$ cat config.mk
export PLATFORM = sky130hd
export DESIGN_NAME = bs_split_flat
export DESIGN_NICKNAME = d
export VERILOG_FILES = /design/src/rtl/bs_split_if.sv /design/src/rtl/bs_split.sv /design/src/flat_wrapper.sv
export SDC_FILE = /design/constraint.sdc
export NUM_CORES = 1
export LEC_CHECK = 0
export ABC_AREA = 1
export CAP_MARGIN = 20
export CORE_AREA = 8 8 159 161
export DETAILED_ROUTE_END_ITERATION = 7
export DIE_AREA = 0 0 167 169
export GPL_ROUTABILITY_DRIVEN = 0
export MAX_ROUTING_LAYER = met4
export PLACE_DENSITY = 0.75
export SLEW_MARGIN = 20
export SYNTH_ARGS = -nofsm -noshare
export SYNTH_HDL_FRONTEND = slang
export SYNTH_SLANG_ARGS = --single-unit
$ cat constraint.sdc
create_clock -name clk -period 5.1 [get_ports clk]
set_input_delay 0.51 -clock clk [delete_from_list [all_inputs] [get_ports clk]]
set_output_delay 0.51 -clock clk [all_outputs]
set_load 0.005 [all_outputs]
$ cat src/rtl/bs_split_if.sv
// Handshake bundle between the bitstream splitter and its producer/consumer.
// Optional align_i appears only when BS_SPLIT_BYTE_ALIGN_EN is defined.
interface bs_split_if;
   logic        clr_i;
   logic        val_i;
   logic [31:0] dat_i;
   logic        rdy_o;
   logic        req_i;
   logic [4:0]  numb_i;
   logic        req_rdy_o;
   logic        val_o;
   logic [31:0] dat_o;
   logic [6:0]  cnt_o;
`ifdef BS_SPLIT_BYTE_ALIGN_EN
   logic        align_i;
`endif

   modport master (
      output clr_i, val_i, dat_i, req_i, numb_i,
`ifdef BS_SPLIT_BYTE_ALIGN_EN
      output align_i,
`endif
      input  rdy_o, req_rdy_o, val_o, dat_o, cnt_o
   );

   modport slave (
      input  clr_i, val_i, dat_i, req_i, numb_i,
`ifdef BS_SPLIT_BYTE_ALIGN_EN
      input  align_i,
`endif
      output rdy_o, req_rdy_o, val_o, dat_o, cnt_o
   );
endinterface

$ cat src/rtl/bs_split.sv
// Bitstream splitter: unpacks MSB-first 32-bit words into right-aligned 1..32 bit fields.
// Optional head byte-alignment is compiled in with BS_SPLIT_BYTE_ALIGN_EN.
module bs_split (
   input  logic       clk,
   input  logic       rstn,
   bs_split_if.slave  bus
);
   logic [63:0] buf_r;
   logic [63:0] buf_cons;
   logic [63:0] buf_algn;
   logic [63:0] buf_nxt;
   logic [6:0]  cnt_r;
   logic [6:0]  cnt_cons;
   logic [6:0]  cnt_algn;
   logic [6:0]  cnt_nxt;
   logic [6:0]  len;
   logic [31:0] field;
   logic [31:0] dat_r;
   logic        val_r;
   logic        take;
   logic        load;

   // Field length is widened before the +1 so numb_i=31 yields 32, not 0.
   assign len           = 7'(bus.numb_i) + 7'd1;
   assign bus.rdy_o     = (cnt_r <= 7'd32);
   assign bus.req_rdy_o = (cnt_r >= len);
   assign bus.val_o     = val_r;
   assign bus.dat_o     = dat_r;
   assign bus.cnt_o     = cnt_r;

   assign take  = bus.req_i & bus.req_rdy_o;
   assign load  = bus.val_i & bus.rdy_o;
   assign field = buf_r[63:32] >> (6'd32 - len[5:0]);

   // Consume, then optional align, then append at the reduced count: same as doing them in sequence.
   always_comb begin
      buf_cons = buf_r;
      cnt_cons = cnt_r;
      if (take) begin
         buf_cons = buf_r << len;
         cnt_cons = cnt_r - len;
      end

      buf_algn = buf_cons;
      cnt_algn = cnt_cons;
`ifdef BS_SPLIT_BYTE_ALIGN_EN
      if (bus.align_i) begin
         buf_algn = buf_cons << cnt_cons[2:0];
         cnt_algn = cnt_cons - 7'(cnt_cons[2:0]);
      end
`endif

      buf_nxt = buf_algn;
      cnt_nxt = cnt_algn;
      if (load) begin
         buf_nxt = buf_algn | ({bus.dat_i, 32'h0} >> cnt_algn);
         cnt_nxt = cnt_algn + 7'd32;
      end
   end

   always_ff @(posedge clk or negedge rstn) begin
      if (!rstn) begin
         buf_r <= '0;
         cnt_r <= '0;
         val_r <= 1'b0;
         dat_r <= '0;
      end else if (bus.clr_i) begin
         buf_r <= '0;
         cnt_r <= '0;
         val_r <= 1'b0;
      end else begin
         buf_r <= buf_nxt;
         cnt_r <= cnt_nxt;
         val_r <= take;
         if (take) dat_r <= field;
      end
   end

   // Invariants: count never exceeds capacity and bits past the fill level stay clear.
   a_cnt_range: assert property (@(posedge clk) disable iff (!rstn) cnt_r <= 7'd64);
   a_tail_zero: assert property (@(posedge clk) disable iff (!rstn)
                                 (buf_r & (~64'h0 >> cnt_r)) == 64'h0);
endmodule

$ cat src/flat_wrapper.sv
// flat-port wrapper written by rule: the top's interface ports become plain ports
module bs_split_flat 
  (clk, rstn, bus_clr_i, bus_val_i, bus_dat_i, bus_req_i, bus_numb_i, bus_rdy_o, bus_req_rdy_o, bus_val_o, bus_dat_o, bus_cnt_o);
  bs_split_if bus_i ();
  input  logic clk;
  input  logic rstn;
  input wire logic [$bits(bus_i.clr_i)-1:0] bus_clr_i;
  input wire logic [$bits(bus_i.val_i)-1:0] bus_val_i;
  input wire logic [$bits(bus_i.dat_i)-1:0] bus_dat_i;
  input wire logic [$bits(bus_i.req_i)-1:0] bus_req_i;
  input wire logic [$bits(bus_i.numb_i)-1:0] bus_numb_i;
  output wire logic [$bits(bus_i.rdy_o)-1:0] bus_rdy_o;
  output wire logic [$bits(bus_i.req_rdy_o)-1:0] bus_req_rdy_o;
  output wire logic [$bits(bus_i.val_o)-1:0] bus_val_o;
  output wire logic [$bits(bus_i.dat_o)-1:0] bus_dat_o;
  output wire logic [$bits(bus_i.cnt_o)-1:0] bus_cnt_o;
  assign bus_i.clr_i = bus_clr_i;
  assign bus_i.val_i = bus_val_i;
  assign bus_i.dat_i = bus_dat_i;
  assign bus_i.req_i = bus_req_i;
  assign bus_i.numb_i = bus_numb_i;
  assign bus_rdy_o = bus_i.rdy_o;
  assign bus_req_rdy_o = bus_i.req_rdy_o;
  assign bus_val_o = bus_i.val_o;
  assign bus_dat_o = bus_i.dat_o;
  assign bus_cnt_o = bus_i.cnt_o;
  bs_split u_core (.clk(clk), .rstn(rstn), .bus(bus_i));
endmodule
=== Word level (Yosys, flattened, before mapping) ===
Index checks and enable logic that the tools add are counted.

* Logic and storage cells: 25
* Bits in registers: 104

* Mux-type cells: 7
* Reduce and logical (&&, ||, !) cells: 1
* $add $sub $neg: 4
* Order comparisons: 2
* Bitwise logic cells: 4
* Shift-type cells: 3

{| class="wikitable"
|+ Operators by type and width
! operator !! count
|-
| two-way mux 64 bit || 3
|-
| bitwise OR 64 bit || 1
|-
| << shifter 64 x 7 -> 64 bit || 1
|-
| right shift 64 x 7 -> 64 bit || 1
|-
| right shift 32 x 6 -> 32 bit || 1
|-
| two-way mux 7 bit || 3
|-
| adder 7 x 6 -> 7 bit (second input constant) || 1
|-
| greater-or-equal comparator 7 bit || 1
|-
| <= comparator 7 x 6 -> 1 bit (second input constant) || 1
|-
| subtractor 7 bit || 1
|-
| adder 5 x 1 -> 6 bit (second input constant) || 1
|-
| subtractor 6 bit (first input constant) || 1
|-
| AND 1 bit || 2
|-
| AND reduction 2 bit || 1
|-
| two-way mux 1 bit || 1
|-
| inverter 1 bit || 1
|}

=== Depth between registers and ports, before layout ===
Gate-level depths: netlist of run 1.

* Depth in word-level cells: 8
* Mapped depth: 26
* Gate-level depth less buffers: 25

=== Least setup slack after synthesis of run 1 ===
OpenSTA, ideal clock, no wires.

* Kind: input to register
* Start: input bus_numb_i[0]
* End: register u_core.buf_r[16]
* Arrival time: 3.747 ns
* Required time: 4.968 ns
* Library setup time: 0.132 ns
* Setup slack: 1.221 ns
* Stages on the path: 23
* Cell sequence: ha_1 > clkbuf_1 > inv_1 > buf_1 > buf_1 > ha_1 > nand2_1 > o21ai_0 > nand3_1 > nand2_1 > nand3_1 > nand2_2 > nand2_4 > inv_1 > buf_2 > nand2_1 > o21ai_4 > nor2_1 > nand2_1 > clkbuf_1 > nor2_1 > nor2_1 > nor2_1

* Cells in the longest elaborated chain, start to end: 8
* Elaborated cells on any way between the ends: 11
* Classes of those cells: 2 x add/sub; 1 x order compare; 2 x shift; 4 x mux; 2 x bitwise

{| class="wikitable"
|+ Ends and longest elaborated chain
! item !! RTL line !! RTL
|-
| from (decl) || flat_wrapper.sv:11 || <nowiki>input wire logic [$bits(bus_i.numb_i)-1:0] bus_numb_i;</nowiki>
|-
| adder 5 x 1 -> 6 bit * || bs_split.sv:24 || <nowiki>assign len = 7'(bus.numb_i) + 7'd1;</nowiki>
|-
| greater-or-equal comparator 7 bit * || bs_split.sv:26 || <nowiki>assign bus.req_rdy_o = (cnt_r >= len);</nowiki>
|-
| named net bus_req_rdy_o || flat_wrapper.sv:13 || <nowiki>output wire logic [$bits(bus_i.req_rdy_o)-1:0] bus_req_rdy_o;</nowiki>
|-
| AND 1 bit * || bs_split.sv:31 || <nowiki>assign take = bus.req_i & bus.req_rdy_o;</nowiki>
|-
| two-way mux 7 bit || bs_split.sv:39 || <nowiki>if (take) begin</nowiki>
|-
| right shift 64 x 7 -> 64 bit || bs_split.sv:56 || <nowiki>buf_nxt = buf_algn | ({bus.dat_i, 32'h0} >> cnt_algn);</nowiki>
|-
| bitwise OR 64 bit || bs_split.sv:56 ||
|-
| two-way mux 64 bit * || bs_split.sv:55 || <nowiki>if (load) begin</nowiki>
|-
| two-way mux 64 bit * || bs_split.sv:67 || <nowiki>end else if (bus.clr_i) begin</nowiki>
|-
| to (signal assigned) || bs_split.sv:72 || <nowiki>buf_r <= buf_nxt;</nowiki>
|-
| to (decl) || bs_split.sv:8 || <nowiki>logic [63:0] buf_r;</nowiki>
|}

Mark *: on every way through the listed nets, which the timed path passes. The rest lies on a longest branch.
A chain may end at the register's enable or synchronous reset.

=== Worst setup path in the final report of run 1 ===
* Start: input bus_numb_i[1]
* End: register u_core.buf_r[7]

* Cells in the longest elaborated chain, start to end: 8
* Elaborated cells on any way between the ends: 11
* Classes of those cells: 2 x add/sub; 1 x order compare; 2 x shift; 4 x mux; 2 x bitwise

{| class="wikitable"
|+ Ends and longest elaborated chain
! item !! RTL line
|-
| adder 5 x 1 -> 6 bit * || bs_split.sv:24
|-
| greater-or-equal comparator 7 bit || bs_split.sv:26
|-
| AND 1 bit || bs_split.sv:31
|-
| two-way mux 7 bit || bs_split.sv:39
|-
| right shift 64 x 7 -> 64 bit || bs_split.sv:56
|-
| bitwise OR 64 bit || bs_split.sv:56
|-
| two-way mux 64 bit * || bs_split.sv:55
|-
| two-way mux 64 bit * || bs_split.sv:67
|}

Every way passes the cells marked *; elsewhere a longest branch is shown, timed or not.

==> results of run 1 <==
==> registers in the layout, indices dropped and copies added (netlist names) <==
name / count
u_core.bus.cnt_o: 7
u_core.bus.val_o: 1
u_core.bus.dat_o: 32
u_core.buf_r: 64
==> worst reg2reg max path, delay by kind of cell, from the launching register on <==
family	cells	cell delay (ns)
and+or+nand+nor	15	2.05
DFF	1	0.43
adders and majority gates	1	0.36
AOI/OAI and AO/OA	2	0.37
buffers and inverters	1	0.29
==> cell usage in the layout, fill, tap and decap left out, drive strengths merged, types with 3 or more instances in the layout <==
cell type and n:
nor3 10, mux2i 57, or2 6, nand4 20, o311ai 4, a211oi 3, ha 5, xor2 5
o21a 5, o22ai 5, inv 127, a21oi 152, nand3 392, clkdlybuf4s50 80, buf 41, nand2 565
o211ai 40, o21ai 321, a31oi 8, o221ai 3, clkinv 4, dfrtp 104, nor2 120, clkbuf 9
==> logic make-up after synthesis <==
| family | Yosys count |
|---|---|
| and+or+nand+nor | 1116 |
| AOI/OAI and AO/OA | 545 |
| buffers and inverters | 297 |
| DFF | 104 |
| muxes | 57 |
| xor gates and xnor gates | 7 |
| adders and majority gates | 6 |
==> per-layer routing <==
metal  vias up  GRT usage
met1      6911      0.455
met3       215     0.0694
li1       7182          -
met4         0      0.174
met2      1143      0.489
met5         -          -
==> worst max-delay path by stage <==
stage | to | slack [ns]
floorplan | u_core.buf_r[16] | 1.22
global placement | u_core.buf_r[16] | 0.48
detailed placement | u_core.buf_r[16] | 0.41
CTS | u_core.buf_r[2] | 0.78
global route | u_core.buf_r[7] | 0.28
finish | u_core.buf_r[7] | 0.64
==> layout make-up <==
type	instances	area [um^2]	share of cell area
inverters	124	465	0.0348
clock inverters	7	76.3	0.00571
flip-flops and latches	104	2600	0.195
repair buffers	121	1140	0.0855
clock buffers	9	225	0.0168
multi-input cells	1731	8500	0.635
well taps	290	363	0.0271
==> where the power goes <==
part | internal, mW | switching [mW] | total, mW
clock network | 0.353 | 0.388 | 0.742
logic | 2.10 | 4.59 | 6.70
registers | 1.17 | 0.325 | 1.49
total | 3.62 | 5.31 | 8.93
==> metrics by stage <==
| step | utilization | cells |
|---|---|---|
| after floorplan | - | 2132 |
| after global placement | 0.571 | 2370 |
| after detailed placement | 0.571 | 2370 |
| after CTS | 0.584 | 2386 |
| after global routing | 0.584 | 2386 |
| final | 0.584 | 2386 |
==> impl_metrics.json, run 1 <==
{
  "grt_pass1_vias": 13900,
  "setup.worst_path.start": "bus_numb_i[1]",
  "clkTransAtPathRegs_ns": 0.09,
  "peakVddDrop_uv": 1040,
  "fin_crit_sh": 0.874,
  "path_class": "in2reg",
  "synthFlopType": "dfrtp_1",
  "ys_async_sr_fraction": 1.00,
  "cts.path.max_buffers": 2,
  "coreArea_um2": 22900,
  "cp_max_fo": 30,
  "status": "finished with violations",
  "wl_um": 48500,
  "synth.most_common_cell": "nand2_1",
  "rr_startpoint": "u_core.bus.cnt_o[2]",
  "yosysSeqAreaShare": 0.212,
  "cts_tree": "done",
  "netlist.area_leader.share": 0.212,
  "synth_enable_flop_cells": 0,
  "r2r_slack_ns": 1.44,
  "pin_count": 84,
  "die_w_um": 167,
  "netlist_top_cells_count": "nand2_1 (560), nand3_1 (390), o21ai_0 (305)",
  "finalSetupTns_ns": 0,
  "synthAdderAreaFrac": 0.00673,
  "timing.final.ws_setup_ns": 0.640,
  "slew_viol_final": 0,
  "fill_cells": 2302,
  "wl_met3_um": 6030,
  "p_leak_nw": 5.95,
  "synth_fp_nets": 2180,
  "drt_iter0_markers": 2749,
  "grt_pass1_wl_um": 76300,
  "hold_violations": 0,
  "power_density_nw_per_um2": 668,
  "die_y_um": 169,
  "numCtsBuffers": 9,
  "cpMostUsedCell": "nand3_1",
  "portBuffers": 83,
  "final_layout_size_suffix_gt1_frac": 0.0439,
  "ys_warn_count": 0,
  "n_antenna_cell": 0,
  "hp-class": "in2async",
  "yosys.area_share.simple": 0.392,
  "rsz0062_at_grt": "no",
  "cts_setup_buffers": 0,
  "grt_max_degree": 125,
  "synth_cell_types": 42,
  "cts_hold_buf": 0,
  "worst-path-stages": 24,
  "cp_top_family": "simple AND/OR/NAND/NOR gates",
  "routedWlPerCell_um": 20.3,
  "crit_arrival_ns": 4.67,
  "startpoint_type": "input pin",
  "die-area_um2": 28200,
  "antenna_left": 0,
  "cp_slowest_cell": "clkdlybuf4s50_1",
  "final_area_um2": 13400,
  "fmax_ghz": 0.224,
  "required_ns": 5.31,
  "dp_hpwl_um": 35800,
  "h-tree-depth": 3,
  "root_buffer": "clkbuf_16",
  "slowest_delay_ns": 0.55,
  "place_ws_ns": 0.408,
  "syn_avg_cell_area_um2": 5.75,
  "fin_nets": 2139,
  "clkLatencyLatePin_ns": 0.37,
  "synthesis.instances": 2132,
  "crit_chain": "clkdlybuf4s50_1, ha_2, nor2_1, nor2_4, clkinv_1, ha_1, nand2_1, o21ai_0, nand3_1, nand2_1, nand3_1, nand2_2, nand2_4, nand2_1, buf_4, nand2_1, nand2_1, nand3_1, nand3_1, nand3_1, nand3_1, nand3_1, nand2_1, a21oi_1",
  "post_cts.resized_instances": 0,
  "drc_errors": 1,
  "worstMarginPinSlew_ns": 1.12,
  "yosys-mux-area-fraction": 0.0465,
  "start_util": 0.535,
  "ys_top_cells_by_area": "dfrtp_1 (21%), nand2_1 (17%), nand3_1 (16%)",
  "finalPower_mw": 8.93,
  "dr.pass1.iters": 8,
  "crit_buf_inv": 3,
  "overflow": 0,
  "synth_compound_area_frac": 0.239,
  "via_per_inst": 6.48,
  "synth_seq_cells": 104,
  "violations": "design-rule violations",
  "synthXorXnorAreaFrac": 0.00500,
  "slew_headroom": 0.253,
  "synth_area_leader_cell": "dfrtp_1",
  "drt-met1-wl_um": 19500,
  "rows": 56,
  "r2r-end": "u_core.buf_r[7]",
  "reg2reg_depth": 19,
  "syn_area_um2": 12300,
  "syn_to_final_growth_pct": 9.06,
  "max_cap_violations": 0,
  "track_usage": 0.343,
  "maxUsedRoutingLayer": "met4",
  "synth_top_family_by_area": "simple AND/OR/NAND/NOR gates",
  "holdWs_ns": 0.277,
  "worstSetupEndpointType": "register",
  "wl_met2_um": 20200,
  "routed-via-count": 15500,
  "period_minus_slack_ns": 4.46,
  "antenna_found_initial": 0,
  "cts.sinks": 104,
  "placed_area_um2": 13100,
  "skew_ns": 0.0198,
  "finalSetupViolCount": 0
}
Note: power is estimated with default switching activity, not from simulation.
==> run 2: changes to the inputs <==
==> constraint.sdc (replaced) <==
create_clock -name clk -period 4.9 [get_ports clk]
set_input_delay 0.49 -clock clk [delete_from_list [all_inputs] [get_ports clk]]
set_output_delay 0.49 -clock clk [all_outputs]
set_load 0.005 [all_outputs]
==> run 2 against run 1 <==
- the run still ends with design-rule violations left
- first-iteration DRC count fell by 9.1%
- sequential share of layout area fell by 0.11 points
- clock skew fell by 0.0012 ns
- worst hold slack got worse by 0.049 ns
- register-to-register slack barely moved
- largest power group unchanged
- highest routed layer unchanged
==> impl_metrics.json, run 2 (synthesis results as in run 1) <==
{
  "die-area_um2": 28200,
  "rr_startpoint": "u_core.bus.cnt_o[2]",
  "grt-busiest-layer": "met2",
  "fin_cells": 2393,
  "worstMarginPinSlew_ns": 1.04,
  "cts_setup_buffers": 0,
  "portBuffers": 83,
  "slew_viol_final": 0,
  "max_cap_violations": 0,
  "grt_pass1_vias": 14000,
  "worstSetupEndpointType": "register",
  "post_cts.resized_instances": 0,
  "layout_common_cells": "nand2_1 (559), nand3_1 (390), o21ai_0 (305)",
  "rsz0062_at_grt": "no",
  "status": "finished with violations",
  "largest_register": "u_core.buf_r",
  "clkLatencyLatePin_ns": 0.37,
  "hold_violations": 0,
  "required_ns": 5.19,
  "fin_nets": 2146,
  "root_buffer": "clkbuf_16",
  "die_w_um": 167,
  "cts.sinks": 104,
  "finalSetupViolCount": 0,
  "reg2reg_depth": 16,
  "overflow": 0,
  "dr.pass1.iters": 8,
  "final_common_cell": "nand2_1",
  "pin_count": 84,
  "numCtsBuffers": 9,
  "cts_tree": "done",
  "routedWlPerCell_um": 19.9,
  "final_area_um2": 13500,
  "grt_max_degree": 125,
  "placed_area_um2": 13100,
  "drc_errors": 46,
  "grt_pass1_wl_um": 75600,
  "via_per_inst": 6.50,
  "cts_hold_buf": 0,
  "path_class": "in2reg",
  "h-tree-depth": 3,
  "startpoint_type": "input pin",
  "antenna_left": 0,
  "cp_slowest_cell": "clkdlybuf4s50_1",
  "crit_chain": "clkdlybuf4s50_1, ha_2, nor2_1, nor2_4, clkinv_1, ha_1, nand2_1, o21ai_0, nand3_1, nand2_1, nand3_1, nand2_2, nand2_4, inv_2, nand2_1, o21ai_4, inv_2, nor2_4, buf_4, nand4_1, a21oi_1",
  "cpMostUsedCell": "nand2_1",
  "met3_usage": 0.0678,
  "n_antenna_cell": 0,
  "cp_max_fo": 20,
  "syn_to_final_growth_pct": 9.69,
  "final_util": 0.587,
  "fmax_ghz": 0.236,
  "timing.final.ws_setup_ns": 0.659,
  "cts.path.max_buffers": 2,
  "period_minus_slack_ns": 4.24,
  "coreArea_um2": 22900,
  "wl_um": 47600,
  "p_leak_nw": 5.99,
  "rows": 56,
  "start_util": 0.535,
  "track_usage": 0.339,
  "skew_ns": 0.0186,
  "largest_reg_flops": 64,
  "slowest_delay_ns": 0.57,
  "crit_arrival_ns": 4.53,
  "dp_hpwl_um": 35900,
  "finalSetupTns_ns": 0,
  "antenna_found_initial": 0,
  "clkTransAtPathRegs_ns": 0.09,
  "slew_headroom": 0.301,
  "routed-via-count": 15600,
  "met2_usage": 0.496,
  "fin_crit_sh": 0.866,
  "peakVddDrop_uv": 997,
  "r2r-end": "u_core.buf_r[53]",
  "violations": "design-rule violations",
  "drt_iter0_markers": 2498,
  "setup.worst_path.start": "bus_numb_i[1]",
  "die_y_um": 169,
  "use_met1": 0.434,
  "r2r_slack_ns": 1.45,
  "place_ws_ns": 0.407,
  "hp-class": "in2async",
  "power_density_nw_per_um2": 696,
  "endpoint": "u_core.buf_r[53]",
  "final_layout_size_suffix_gt1_frac": 0.0466,
  "dp.cells": 2377
}
==> run 2: critical path: cells and delay by family <==
kind | cells | cell delay, ns
AND/OR/NAND/NOR | 11 | 1.68
buffers and inverters | 5 | 1.17
adder cells (fa/ha/maj) | 2 | 0.61
AO/OA/AOI/OAI | 3 | 0.56
==> run 2: through the flow <==
step	total power, mW	hold slack (ns)
after floorplan	6.15	0.194
after global placement	8.20	0.464
after detailed placement	8.27	0.468
after CTS	9.08	0.284
after global routing	10.0	0.312
final	9.36	0.228
==> run 2: final cells by class <==
cell class	instances	area, um^2
clock buffer	9	225
fill	2321	9460
inverter	124	465
sequential	104	2600
multi-input combinational	1731	8500
tap	290	363
timing repair buffer	128	1210
clock inverter	7	88.8
==> run 2: where the power goes <==
part / internal (mW) / switching (mW)
Sequential: 1.21 / 0.328
Clock: 0.409 / 0.388
Combinational: 2.24 / 4.78
==> run 2: worst min path at each step <==
stage	end	slack (ns)	cells after the start
floorplan	u_core.buf_r[0]	0.19	0
global placement	u_core.bus.dat_o[22]	0.46	2
detailed placement	u_core.bus.dat_o[16]	0.47	2
CTS	u_core.buf_r[63]	0.28	1
global route	u_core.buf_r[63]	0.31	1
finish	u_core.buf_r[63]	0.23	1
==> run 2: metal layers <==
layer / up-vias / part of all wire / routed length [um]
met5: - / 0 / 0
met1: 7000 / 0.40 / 18900
met2: 1120 / 0.42 / 20000
li1: 7209 / - / -
met3: 235 / 0.12 / 5580
met4: 0 / 0.064 / 3050
